<file path="src/rtl/axi_cache_bridge_if.sv">
// AXI4 bus bundle between the cache bridge (master) and the memory slave.
// It carries all five channels plus the constant lock/cache/prot sideband fields.
interface axi_cache_bridge_if;
  // Read address channel
  logic [31:0] araddr;
  logic [3:0]  arid;
  logic [7:0]  arlen;
  logic [2:0]  arsize;
  logic [1:0]  arburst;
  logic [1:0]  arlock;
  logic [3:0]  arcache;
  logic [2:0]  arprot;
  logic        arvalid;
  logic        arready;
  // Read data channel
  logic [3:0]  rid;
  logic [63:0] rdata;
  logic [1:0]  rresp;
  logic        rlast;
  logic        rvalid;
  logic        rready;
  // Write address channel
  logic [31:0] awaddr;
  logic [3:0]  awid;
  logic [7:0]  awlen;
  logic [2:0]  awsize;
  logic [1:0]  awburst;
  logic [1:0]  awlock;
  logic [3:0]  awcache;
  logic [2:0]  awprot;
  logic        awvalid;
  logic        awready;
  // Write data channel
  logic [3:0]  wid;
  logic [63:0] wdata;
  logic [7:0]  wstrb;
  logic        wlast;
  logic        wvalid;
  logic        wready;
  // Write response channel
  logic [3:0]  bid;
  logic [1:0]  bresp;
  logic        bvalid;
  logic        bready;

  modport master (
    output araddr, arid, arlen, arsize, arburst, arlock, arcache, arprot, arvalid,
    input  arready,
    input  rid, rdata, rresp, rlast, rvalid,
    output rready,
    output awaddr, awid, awlen, awsize, awburst, awlock, awcache, awprot, awvalid,
    input  awready,
    output wid, wdata, wstrb, wlast, wvalid,
    input  wready,
    input  bid, bresp, bvalid,
    output bready
  );

  modport slave (
    input  araddr, arid, arlen, arsize, arburst, arlock, arcache, arprot, arvalid,
    output arready,
    output rid, rdata, rresp, rlast, rvalid,
    input  rready,
    input  awaddr, awid, awlen, awsize, awburst, awlock, awcache, awprot, awvalid,
    output awready,
    input  wid, wdata, wstrb, wlast, wvalid,
    output wready,
    output bid, bresp, bvalid,
    input  bready
  );
endinterface

</file>
<file path="src/rtl/axi_cache_bridge.sv">
// AXI4 master bridge for the I- and D-caches. It arbitrates round-robin
// between the two clients and runs one transaction at a time: an INCR line
// burst or a single beat. Read beats are forwarded to the owner in the same
// cycle they arrive. Grants are combinational in IDLE, so a client sees its
// ack in the cycle its request is first sampled.
module axi_cache_bridge #(
  parameter int         LINE_BEATS = 4,
  parameter logic [3:0] ID_I       = 4'd0,
  parameter logic [3:0] ID_D       = 4'd1
) (
  input  logic                     aclk,
  input  logic                     aresetn,
  // I-side client
  input  logic                     i_req,
  input  logic                     i_burst,
  input  logic [31:0]              i_addr,
  output logic                     i_ack,
  output logic                     i_rvalid,
  output logic [63:0]              i_rdata,
  output logic                     i_rlast,
  // D-side client
  input  logic                     d_req,
  input  logic                     d_we,
  input  logic                     d_burst,
  input  logic [31:0]              d_addr,
  input  logic [64*LINE_BEATS-1:0] d_wline,
  input  logic [7:0]               d_wstrb,
  output logic                     d_ack,
  output logic                     d_rvalid,
  output logic [63:0]              d_rdata,
  output logic                     d_rlast,
  output logic                     d_wdone,
  output logic                     bus_err,
  // AXI4 memory bus
  axi_cache_bridge_if.master       axi
);

  localparam int         IDXW     = (LINE_BEATS > 1) ? $clog2(LINE_BEATS) : 1;
  localparam logic [7:0] LEN_LINE = 8'(LINE_BEATS - 1);
  localparam logic [3:0] CNT_LINE = 4'(LINE_BEATS - 1);

  typedef enum logic [2:0] {
    S_IDLE = 3'd0,
    S_AR   = 3'd1,
    S_R    = 3'd2,
    S_AW   = 3'd3,
    S_W    = 3'd4,
    S_B    = 3'd5
  } state_t;

  state_t                         r_state;
  state_t                         w_next;
  logic                           r_last_d;   // 1: D was granted last
  logic                           r_owner_d;  // 1: current transaction belongs to D
  logic [31:0]                    r_addr;
  logic                           r_burst;
  logic [LINE_BEATS-1:0][63:0]    r_wline;
  logic [7:0]                     r_wstrb;
  logic [3:0]                     r_cnt;
  logic                           r_wsent;    // every write beat already accepted

  logic                           w_grant_i;
  logic                           w_grant_d;
  logic [7:0]                     w_len;
  logic [3:0]                     w_cnt_len;
  logic                           w_cnt_last;
  logic                           w_wbeat_hs;
  logic [3:0]                     w_id;
  logic                           w_r_i;
  logic                           w_r_d;
  logic                           w_unused;

  assign w_len      = r_burst ? LEN_LINE : 8'd0;
  assign w_cnt_len  = r_burst ? CNT_LINE : 4'd0;
  assign w_cnt_last = (r_cnt == w_cnt_len);
  assign w_wbeat_hs = axi.wvalid & axi.wready;
  assign w_id       = r_owner_d ? ID_D : ID_I;

  // Arbitration and next-state selection for the transaction FSM
  always_comb begin
    w_next    = r_state;
    w_grant_i = 1'b0;
    w_grant_d = 1'b0;
    case (r_state)
      S_IDLE: begin
        if (i_req && d_req) begin
          if (r_last_d) begin
            w_grant_i = 1'b1;
          end else begin
            w_grant_d = 1'b1;
          end
        end else if (i_req) begin
          w_grant_i = 1'b1;
        end else if (d_req) begin
          w_grant_d = 1'b1;
        end else begin
          w_grant_i = 1'b0;
        end
        if (w_grant_i) begin
          w_next = S_AR;
        end else if (w_grant_d) begin
          w_next = d_we ? S_AW : S_AR;
        end else begin
          w_next = S_IDLE;
        end
      end
      S_AR: begin
        if (axi.arready) begin
          w_next = S_R;
        end else begin
          w_next = S_AR;
        end
      end
      S_R: begin
        if (axi.rvalid && axi.rlast) begin
          w_next = S_IDLE;
        end else begin
          w_next = S_R;
        end
      end
      S_AW: begin
        if (axi.awready) begin
          if (r_wsent || (w_wbeat_hs && w_cnt_last)) begin
            w_next = S_B;
          end else begin
            w_next = S_W;
          end
        end else begin
          w_next = S_AW;
        end
      end
      S_W: begin
        if (w_wbeat_hs && w_cnt_last) begin
          w_next = S_B;
        end else begin
          w_next = S_W;
        end
      end
      S_B: begin
        if (axi.bvalid) begin
          w_next = S_IDLE;
        end else begin
          w_next = S_B;
        end
      end
      default: w_next = S_IDLE;
    endcase
  end

  // FSM state register
  always_ff @(posedge aclk) begin
    if (!aresetn) begin
      r_state <= S_IDLE;
    end else begin
      r_state <= w_next;
    end
  end

  // Latch the granted request and remember which side won for round-robin
  always_ff @(posedge aclk) begin
    if (!aresetn) begin
      r_last_d  <= 1'b0;
      r_owner_d <= 1'b0;
      r_addr    <= 32'd0;
      r_burst   <= 1'b0;
      r_wline   <= '0;
      r_wstrb   <= 8'd0;
    end else if (w_grant_i) begin
      r_last_d  <= 1'b0;
      r_owner_d <= 1'b0;
      r_addr    <= i_addr;
      r_burst   <= i_burst;
    end else if (w_grant_d) begin
      r_last_d  <= 1'b1;
      r_owner_d <= 1'b1;
      r_addr    <= d_addr;
      r_burst   <= d_burst;
      r_wline   <= d_wline;
      r_wstrb   <= d_wstrb;
    end
  end

  // Write beat counter; saturates at len and flags completion instead of wrapping
  always_ff @(posedge aclk) begin
    if (!aresetn) begin
      r_cnt   <= 4'd0;
      r_wsent <= 1'b0;
    end else if (r_state == S_IDLE) begin
      r_cnt   <= 4'd0;
      r_wsent <= 1'b0;
    end else if (w_wbeat_hs) begin
      if (w_cnt_last) begin
        r_wsent <= 1'b1;
      end else begin
        r_cnt <= r_cnt + 4'd1;
      end
    end
  end

  // Read address channel: fields come from the latched request, so they stay stable
  assign axi.arvalid = (r_state == S_AR);
  assign axi.araddr  = r_addr;
  assign axi.arid    = w_id;
  assign axi.arlen   = w_len;
  assign axi.arsize  = 3'd3;
  assign axi.arburst = 2'b01;
  assign axi.arlock  = 2'b00;
  assign axi.arcache = 4'd0;
  assign axi.arprot  = 3'd0;
  assign axi.rready  = (r_state == S_R);

  // Write channels: beat 0 is offered together with the address
  assign axi.awvalid = (r_state == S_AW);
  assign axi.awaddr  = r_addr;
  assign axi.awid    = w_id;
  assign axi.awlen   = w_len;
  assign axi.awsize  = 3'd3;
  assign axi.awburst = 2'b01;
  assign axi.awlock  = 2'b00;
  assign axi.awcache = 4'd0;
  assign axi.awprot  = 3'd0;
  assign axi.wvalid  = (r_state == S_W) ||
                       ((r_state == S_AW) && (r_cnt == 4'd0) && !r_wsent);
  assign axi.wid     = w_id;
  assign axi.wdata   = r_wline[r_cnt[IDXW-1:0]];
  assign axi.wstrb   = r_burst ? 8'hFF : r_wstrb;
  assign axi.wlast   = ((r_state == S_AW) || (r_state == S_W)) && w_cnt_last;
  assign axi.bready  = (r_state == S_B);

  // Client-side handshakes and read-beat routing to the owner
  assign i_ack    = w_grant_i;
  assign d_ack    = w_grant_d;
  assign w_r_i    = (r_state == S_R) && !r_owner_d;
  assign w_r_d    = (r_state == S_R) && r_owner_d;
  assign i_rvalid = w_r_i & axi.rvalid;
  assign i_rdata  = w_r_i ? axi.rdata : 64'd0;
  assign i_rlast  = w_r_i & axi.rvalid & axi.rlast;
  assign d_rvalid = w_r_d & axi.rvalid;
  assign d_rdata  = w_r_d ? axi.rdata : 64'd0;
  assign d_rlast  = w_r_d & axi.rvalid & axi.rlast;
  assign d_wdone  = (r_state == S_B) & axi.bvalid;
  assign bus_err  = ((r_state == S_R) && axi.rvalid && (axi.rresp != 2'b00)) ||
                    ((r_state == S_B) && axi.bvalid && (axi.bresp != 2'b00));

  // Response IDs are deliberately ignored: only one transaction is ever outstanding
  assign w_unused = &{1'b0, axi.rid, axi.bid};

endmodule

</file>
<file path="src/flat_wrapper.sv">
// flat-port wrapper written by rule: the top's interface ports become plain ports
module axi_cache_bridge_flat 
#(
  parameter int         LINE_BEATS = 4,
  parameter logic [3:0] ID_I       = 4'd0,
  parameter logic [3:0] ID_D       = 4'd1
)
  (aclk, aresetn, i_req, i_burst, i_addr, i_ack, i_rvalid, i_rdata, i_rlast, d_req, d_we, d_burst, d_addr, d_wline, d_wstrb, d_ack, d_rvalid, d_rdata, d_rlast, d_wdone, bus_err, axi_araddr, axi_arid, axi_arlen, axi_arsize, axi_arburst, axi_arlock, axi_arcache, axi_arprot, axi_arvalid, axi_arready, axi_rid, axi_rdata, axi_rresp, axi_rlast, axi_rvalid, axi_rready, axi_awaddr, axi_awid, axi_awlen, axi_awsize, axi_awburst, axi_awlock, axi_awcache, axi_awprot, axi_awvalid, axi_awready, axi_wid, axi_wdata, axi_wstrb, axi_wlast, axi_wvalid, axi_wready, axi_bid, axi_bresp, axi_bvalid, axi_bready);
  axi_cache_bridge_if axi_i ();
  input  logic aclk;
  input  logic aresetn;
  input  logic i_req;
  input  logic i_burst;
  input  logic [31:0] i_addr;
  output logic i_ack;
  output logic i_rvalid;
  output logic [63:0] i_rdata;
  output logic i_rlast;
  input  logic d_req;
  input  logic d_we;
  input  logic d_burst;
  input  logic [31:0] d_addr;
  input  logic [64*LINE_BEATS-1:0] d_wline;
  input  logic [7:0] d_wstrb;
  output logic d_ack;
  output logic d_rvalid;
  output logic [63:0] d_rdata;
  output logic d_rlast;
  output logic d_wdone;
  output logic bus_err;
  output wire logic [$bits(axi_i.araddr)-1:0] axi_araddr;
  output wire logic [$bits(axi_i.arid)-1:0] axi_arid;
  output wire logic [$bits(axi_i.arlen)-1:0] axi_arlen;
  output wire logic [$bits(axi_i.arsize)-1:0] axi_arsize;
  output wire logic [$bits(axi_i.arburst)-1:0] axi_arburst;
  output wire logic [$bits(axi_i.arlock)-1:0] axi_arlock;
  output wire logic [$bits(axi_i.arcache)-1:0] axi_arcache;
  output wire logic [$bits(axi_i.arprot)-1:0] axi_arprot;
  output wire logic [$bits(axi_i.arvalid)-1:0] axi_arvalid;
  input wire logic [$bits(axi_i.arready)-1:0] axi_arready;
  input wire logic [$bits(axi_i.rid)-1:0] axi_rid;
  input wire logic [$bits(axi_i.rdata)-1:0] axi_rdata;
  input wire logic [$bits(axi_i.rresp)-1:0] axi_rresp;
  input wire logic [$bits(axi_i.rlast)-1:0] axi_rlast;
  input wire logic [$bits(axi_i.rvalid)-1:0] axi_rvalid;
  output wire logic [$bits(axi_i.rready)-1:0] axi_rready;
  output wire logic [$bits(axi_i.awaddr)-1:0] axi_awaddr;
  output wire logic [$bits(axi_i.awid)-1:0] axi_awid;
  output wire logic [$bits(axi_i.awlen)-1:0] axi_awlen;
  output wire logic [$bits(axi_i.awsize)-1:0] axi_awsize;
  output wire logic [$bits(axi_i.awburst)-1:0] axi_awburst;
  output wire logic [$bits(axi_i.awlock)-1:0] axi_awlock;
  output wire logic [$bits(axi_i.awcache)-1:0] axi_awcache;
  output wire logic [$bits(axi_i.awprot)-1:0] axi_awprot;
  output wire logic [$bits(axi_i.awvalid)-1:0] axi_awvalid;
  input wire logic [$bits(axi_i.awready)-1:0] axi_awready;
  output wire logic [$bits(axi_i.wid)-1:0] axi_wid;
  output wire logic [$bits(axi_i.wdata)-1:0] axi_wdata;
  output wire logic [$bits(axi_i.wstrb)-1:0] axi_wstrb;
  output wire logic [$bits(axi_i.wlast)-1:0] axi_wlast;
  output wire logic [$bits(axi_i.wvalid)-1:0] axi_wvalid;
  input wire logic [$bits(axi_i.wready)-1:0] axi_wready;
  input wire logic [$bits(axi_i.bid)-1:0] axi_bid;
  input wire logic [$bits(axi_i.bresp)-1:0] axi_bresp;
  input wire logic [$bits(axi_i.bvalid)-1:0] axi_bvalid;
  output wire logic [$bits(axi_i.bready)-1:0] axi_bready;
  assign axi_araddr = axi_i.araddr;
  assign axi_arid = axi_i.arid;
  assign axi_arlen = axi_i.arlen;
  assign axi_arsize = axi_i.arsize;
  assign axi_arburst = axi_i.arburst;
  assign axi_arlock = axi_i.arlock;
  assign axi_arcache = axi_i.arcache;
  assign axi_arprot = axi_i.arprot;
  assign axi_arvalid = axi_i.arvalid;
  assign axi_i.arready = axi_arready;
  assign axi_i.rid = axi_rid;
  assign axi_i.rdata = axi_rdata;
  assign axi_i.rresp = axi_rresp;
  assign axi_i.rlast = axi_rlast;
  assign axi_i.rvalid = axi_rvalid;
  assign axi_rready = axi_i.rready;
  assign axi_awaddr = axi_i.awaddr;
  assign axi_awid = axi_i.awid;
  assign axi_awlen = axi_i.awlen;
  assign axi_awsize = axi_i.awsize;
  assign axi_awburst = axi_i.awburst;
  assign axi_awlock = axi_i.awlock;
  assign axi_awcache = axi_i.awcache;
  assign axi_awprot = axi_i.awprot;
  assign axi_awvalid = axi_i.awvalid;
  assign axi_i.awready = axi_awready;
  assign axi_wid = axi_i.wid;
  assign axi_wdata = axi_i.wdata;
  assign axi_wstrb = axi_i.wstrb;
  assign axi_wlast = axi_i.wlast;
  assign axi_wvalid = axi_i.wvalid;
  assign axi_i.wready = axi_wready;
  assign axi_i.bid = axi_bid;
  assign axi_i.bresp = axi_bresp;
  assign axi_i.bvalid = axi_bvalid;
  assign axi_bready = axi_i.bready;
  axi_cache_bridge #(.LINE_BEATS(LINE_BEATS), .ID_I(ID_I), .ID_D(ID_D)) u_core (.aclk(aclk), .aresetn(aresetn), .i_req(i_req), .i_burst(i_burst), .i_addr(i_addr), .i_ack(i_ack), .i_rvalid(i_rvalid), .i_rdata(i_rdata), .i_rlast(i_rlast), .d_req(d_req), .d_we(d_we), .d_burst(d_burst), .d_addr(d_addr), .d_wline(d_wline), .d_wstrb(d_wstrb), .d_ack(d_ack), .d_rvalid(d_rvalid), .d_rdata(d_rdata), .d_rlast(d_rlast), .d_wdone(d_wdone), .bus_err(bus_err), .axi(axi_i));
endmodule
</file>
<file path="config.mk">
export PLATFORM = sky130hd
export DESIGN_NAME = axi_cache_bridge_flat
export DESIGN_NICKNAME = d
export VERILOG_FILES = /design/src/rtl/axi_cache_bridge_if.sv /design/src/rtl/axi_cache_bridge.sv /design/src/flat_wrapper.sv
export SDC_FILE = /design/constraint.sdc
export NUM_CORES = 1
export LEC_CHECK = 0
export CORE_AREA = 10 10 286 288
export CTS_CLUSTER_DIAMETER = 100
export DETAILED_ROUTE_END_ITERATION = 10
export DIE_AREA = 0 0 296 298
export HOLD_SLACK_MARGIN = 0.08
export PLACE_DENSITY = 0.53
export SLEW_MARGIN = 30
export SYNTH_ARGS = -nofsm -noshare
export SYNTH_HDL_FRONTEND = slang
export SYNTH_SLANG_ARGS = --single-unit
</file>
<file path="constraint.sdc">
create_clock -name aclk -period 3.09 [get_ports aclk]
set_input_delay 0.618 -clock aclk [delete_from_list [all_inputs] [get_ports aclk]]
set_output_delay 0.618 -clock aclk [all_outputs]
set_load 0.02 [all_outputs]
</file>
# Yosys cells after proc, flatten, opt, wreduce, memory -nomap -nowiden
# Cells that the tools add are included.
dict set report word_totals {
  register_bits 306
  inputBits 417
  out_inout_bits 334
  elab_cells 89
}
dict set report op_classes {
  addsub 1
  magnitude_cmp 1
  eq_ne 6
  n_mux 33
  n_bitwise 9
  reduce_logical 28
}
# cell count
set op_table {}
lappend op_table {{$mux 64} 3}
lappend op_table {{$bmux 64 s2} 1}
lappend op_table {{$mux 32} 2}
lappend op_table {{$pmux 3 s6} 1}
lappend op_table {{$mux 1} 16}
lappend op_table {{$logic_and 1x1->1} 12}
lappend op_table {{$mux 3} 4}
lappend op_table {{$mux 2} 5}
lappend op_table {{$mux 8} 1}
lappend op_table {{$and 1x1->1} 6}
lappend op_table {{$eq 3x2->1 const B} 2}
lappend op_table {{$eq 3x3->1 const B} 2}
lappend op_table {{$reduce_and 2->1} 3}
lappend op_table {{$reduce_bool 2->1} 3}
lappend op_table {{$add 4x1->4 const B} 1}
lappend op_table {{$eq 4x4->1} 1}
lappend op_table {{$logic_not 4->1} 1}
lappend op_table {{$logic_or 1x1->1} 4}
lappend op_table {{$reduce_or 2->1} 2}
lappend op_table {{$eq 3x1->1 const B} 1}
lappend op_table {{$logic_not 3->1} 1}
lappend op_table {{$lt 2x3->1 const B} 1}
lappend op_table {{$not 1->1} 3}
lappend op_table {{$logic_not 1->1} 2}

# Logic depth before layout (Yosys ltp)
dict set report depth {
  word_depth 10
  ltp_mapped 9
  mapped_depth_nobuf 6
}

# Worst setup path before layout
# No wires, ideal clock.
dict set report synth_timing {
  path_type {register -> output}
  from {reg u_core.r_cnt[0]}
  to {out axi_wdata[37]}
  arrival_time_ns 1.629
  t_required_ns 2.472
  slack_ns 0.843
  stages_incl_launch_ff 5
  path_cell_list {dfxtp_1 -> clkbuf_2 -> buf_2 -> buf_2 -> mux4_2}
}
dict set report synth_between {
  elab_chain_cells 2
}
# element line_no
set synth_lines {}
lappend synth_lines {{start: declaration} axi_cache_bridge.sv:59} ;# logic [3:0] r_cnt;
lappend synth_lines {{start signal: assignment} axi_cache_bridge.sv:195} ;# r_cnt <= r_cnt + 4'd1;
lappend synth_lines {{$bmux 64 s2} axi_cache_bridge.sv:225} ;# assign axi.wdata = r_wline[r_cnt[IDXW-1:0]];
lappend synth_lines {{$mux 64 (implied by the code)} axi_cache_bridge.sv:225}
lappend synth_lines {{end: declaration} flat_wrapper.sv:58} ;# output wire logic [$bits(axi_i.wdata)-1:0] axi_wdata;
# Every way passes these cells. The select of a mux whose other input is x is not followed.

# Worst setup path in the final report
dict set report layout_timing {
  from {reg u_core.r_cnt[0]}
  to {out axi_wdata[61]}
}
# The elaborated chain is that of the path after synthesis.

==> run_results.csv <==
group,metric,value,unit
run_status,status,"finished, final reports clean",
yosys,synth_top_flop_cell,"dfxtp_1",
sta,period_share,96.64,%
setup_path,timing.rr.end,"u_core.r_wline[193]",
setup_path,required,2470,ps
yosys,synth-seq-cells,306,
clock_network,ctsRootBufferMaster,"clkbuf_16",
placed_design,place_area,0.02164,mm2
yosys,synth_largest_area_cell,"dfxtp_1",
power,power.internal,8.581,mW
setup_path,crit_chain,"buf_12 > buf_12 > mux4_2 > clkdlybuf4s50_1",
power,p_leak,9.190,nW
die,dieArea,0.08821,mm2
sta,worst_slack,103.9,ps
setup_path,worst_setup_path_start_kind,"flip-flop",
power,switching_share,31.63,%
global_route,grt_max_degree,185,
sta,clock.fmax,334.9,MHz
power,pwr-share-seq,36.7,%
yosys,netlist_area,0.01413,mm2
yosys,avgSynthCellArea,8.175,um2
layout,nFillCells,8129,
route,drt-wirelength-per-cell,21.78,um
setup_path,reg2reg_depth,7,
setup_path,cp_slowest_cell,"clkdlybuf4s50_1",
route,drc_errors,0,
placed_design,gp_congestion,0.8135,
global_route,grt_pass1_vias,14030,
die,coreArea,0.07570,mm2
placed_design,io_buffers,693,
yosys,ys_top_cells_by_count,"nand2_1 (574), dfxtp_1 (306), a21oi_1 (272)",
min_path,hp-start,"u_core.r_wstrb[0]",
setup_path,end_kind,"primary output",
route,postRouteAntennaNets,0,
sta,rsz0062_at_grt,"no",
power,clkPwrFrac,36.1,%
placed_design,place.detailed.hpwl,55200,um
die,start_util,18.67,%
global_route,gr-total-overflow,0,
yosys,yosysSeqAreaShare,43.34,%
sta,fin_crit,2986,ps
power,total_power,12.55,mW
die,fp.dieH,298,um
min_path,hold_path_depth,2,
global_route,antenna_found_initial,16,
sta,worstMarginPinSlew,1033,ps
setup_path,rr_startpoint,"u_core.r_state[0]",
yosys,ys_types,42,
sta,slew_headroom,31.15,%
sta,setup_violations,0,
yosys,synth-async-reset-ratio,0,%
yosys,synthCells,1729,
clock_network,cts_buffers,39,
sta,clock_skew,11.68,ps
layout,fin_util,30.48,%
clock_network,clk_latency,550,ps
min_path,hold_class,"reg -> reg",
sta,tns,0,ps
clock_network,path_clk_slew,60,ps
setup_path,worstSetupPathType,"reg -> out",
die,core.rowCount,101,
setup_path,reg2reg_slack,830,ps
route,drt_wl_total,72580,um
placed_design,place_ws,254.0,ps
setup_path,arrival,2370,ps
die,io_pins,751,
min_path,min_to,"u_core.r_wstrb[0]",
placed_design,place_inst,3251,
yosys,yosysMostFrequentCell,"nand2_1",
layout,syn_to_final_growth,63.21,%
layout,fin_cells,3332,
setup_path,slowest_delay,660,ps
power,peakVddDrop,282.5,uV
yosys,synth_top_area_share,43.34,%
clock_network,clockBufferDepth,3,
route,drtPass1Iterations,5,
layout,drive_above_1_share,8.511,%
clock_network,htreeDepth,2,
power,power_frac_comb,27.2,%
sta,hold_slack,446.6,ps
route,first_iter_violations,708,
layout,final_cell_area,0.02307,mm2
yosys,yosysWarningCount,0,
yosys,synth_edf_count,0,
global_route,grt_usage,15.59,%
route,vias_per_cell,4.210,
route,vias,14030,
yosys,netlist_top_cells_area,"dfxtp_1 (43%), nand2_1 (15%), mux4_2 (10%)",
setup_path,path_common_cell,"buf_12",
clock_network,cts_sinks,306,
job,drv_cap,0,
global_route,grt_pass1_wl,102000,um
die,dieWidth,296,um
sta,slew_viol_final,0,
setup_path,crit_path_max_fanout,13,
power,power_density,544.1,mW/mm2
clock_network,cts_tree,"yes",
sta,final-hold-violation-count,0,
power,p_sw,3.971,mW
layout,nets,2745,
==> flip-flops by register name (all words and copies together) (netlist names) <==
| signal | cells |
|---|---|
| u_core.r_last_d | 1 |
| u_core.axi.araddr | 32 |
| u_core.r_wline | 256 |
| u_core.r_cnt | 4 |
| u_core.r_wstrb | 8 |
| u_core.r_burst | 1 |
| u_core.r_state | 3 |
| u_core.r_wsent | 1 |
==> how the worst max path moves through the flow <==
| stage | start | end | slack (ps) | depth (start not counted) |
|---|---|---|---|---|
| 2_1_floorplan | u_core.r_cnt[0] | axi_wdata[37] | 840 | 4 |
| 3_3_place_gp | axi_rvalid | i_rvalid | 260 | 4 |
| 3_5_place_dp | axi_rvalid | i_rvalid | 250 | 4 |
| 4_1_cts | u_core.r_state[2] | i_rdata[27] | 1 | 5 |
| 5_1_grt | u_core.r_cnt[0] | axi_wdata[50] | 3 | 4 |
| 6_report | u_core.r_cnt[0] | axi_wdata[61] | 100 | 4 |
==> routing by layer <==
metal / track usage [%] / share of wire (%) / vias up
li1: - / - / 6837
met1: 17.34 / 38 / 6601
met2: 27.70 / 51 / 485
met3: 5.556 / 8.8 / 92
met4: 3.983 / 2.1 / 14
met5: 0 / 0.12 / -
==> worst max-delay path: cells and delay by family, from the launching register on <==
kind	cells	cell delay [ps]
buffers and inverters	3	940
DFF	1	370
muxes	1	500
==> layout by cell type, fill, tap and decap left out, types with 6 or more instances in the layout <==
cell type,netlist,final
clkbuf_1,70,9
nand2_1,574,574
o21ai_0,37,37
mux4_2,64,64
o22ai_1,17,17
dfxtp_1,306,302
a31oi_1,17,17
clkdlybuf4s50_1,0,593
dlymetal6s2s_1,0,22
or2_2,9,9
buf_4,117,31
dlygate4sd2_1,0,69
conb_1,2,49
clkbuf_16,0,40
nor2_1,23,22
and3_1,67,67
buf_12,0,21
inv_1,6,6
and2_1,66,66
clkbuf_8,0,9
a21oi_1,272,272
==> power groups by stage <==
stage	sequential (mW)	clock, mW	combinational [mW]
final	4.61	4.53	3.41
after detailed placement	4.69	0	3.47
after floorplan	4.69	0	1.87
after global placement	4.69	0	3.47
after global routing	4.66	4.84	3.70
after CTS	4.61	4.70	3.46
==> logic make-up after synthesis <==
group	count (synthesis)	synth area share [%]
muxes	65	10.28
and+or+nand+nor	761	23.27
buffers and inverters	240	9.914
DFF	306	43.34
other	2	0.05313
adders and majority gates	2	0.1770
AOI/OAI and AO/OA	353	12.97
==> cell type report <==
cell class | instances | area [um2] | area share (%)
tap | 978 | 1224 | 5.304
multi-input combinational | 1230 | 6813 | 29.53
antenna | 4 | 10.01 | 0.04339
clock buffer | 58 | 1159 | 5.022
clock inverter | 7 | 90.09 | 0.3905
inverter | 8 | 45.04 | 0.1952
sequential | 306 | 6136 | 26.60
timing repair buffer | 741 | 7594 | 32.92
==> repair_timing <==
item	4_1_cts	5_1_grt
endpoints found under the hold margin	0	0
setup buffers	8	1
hold buffers	0	0
setup endpoints to repair	100	38
gates resized for setup	71	25
cloned	2	0
(Power assumes the default switching activity.)
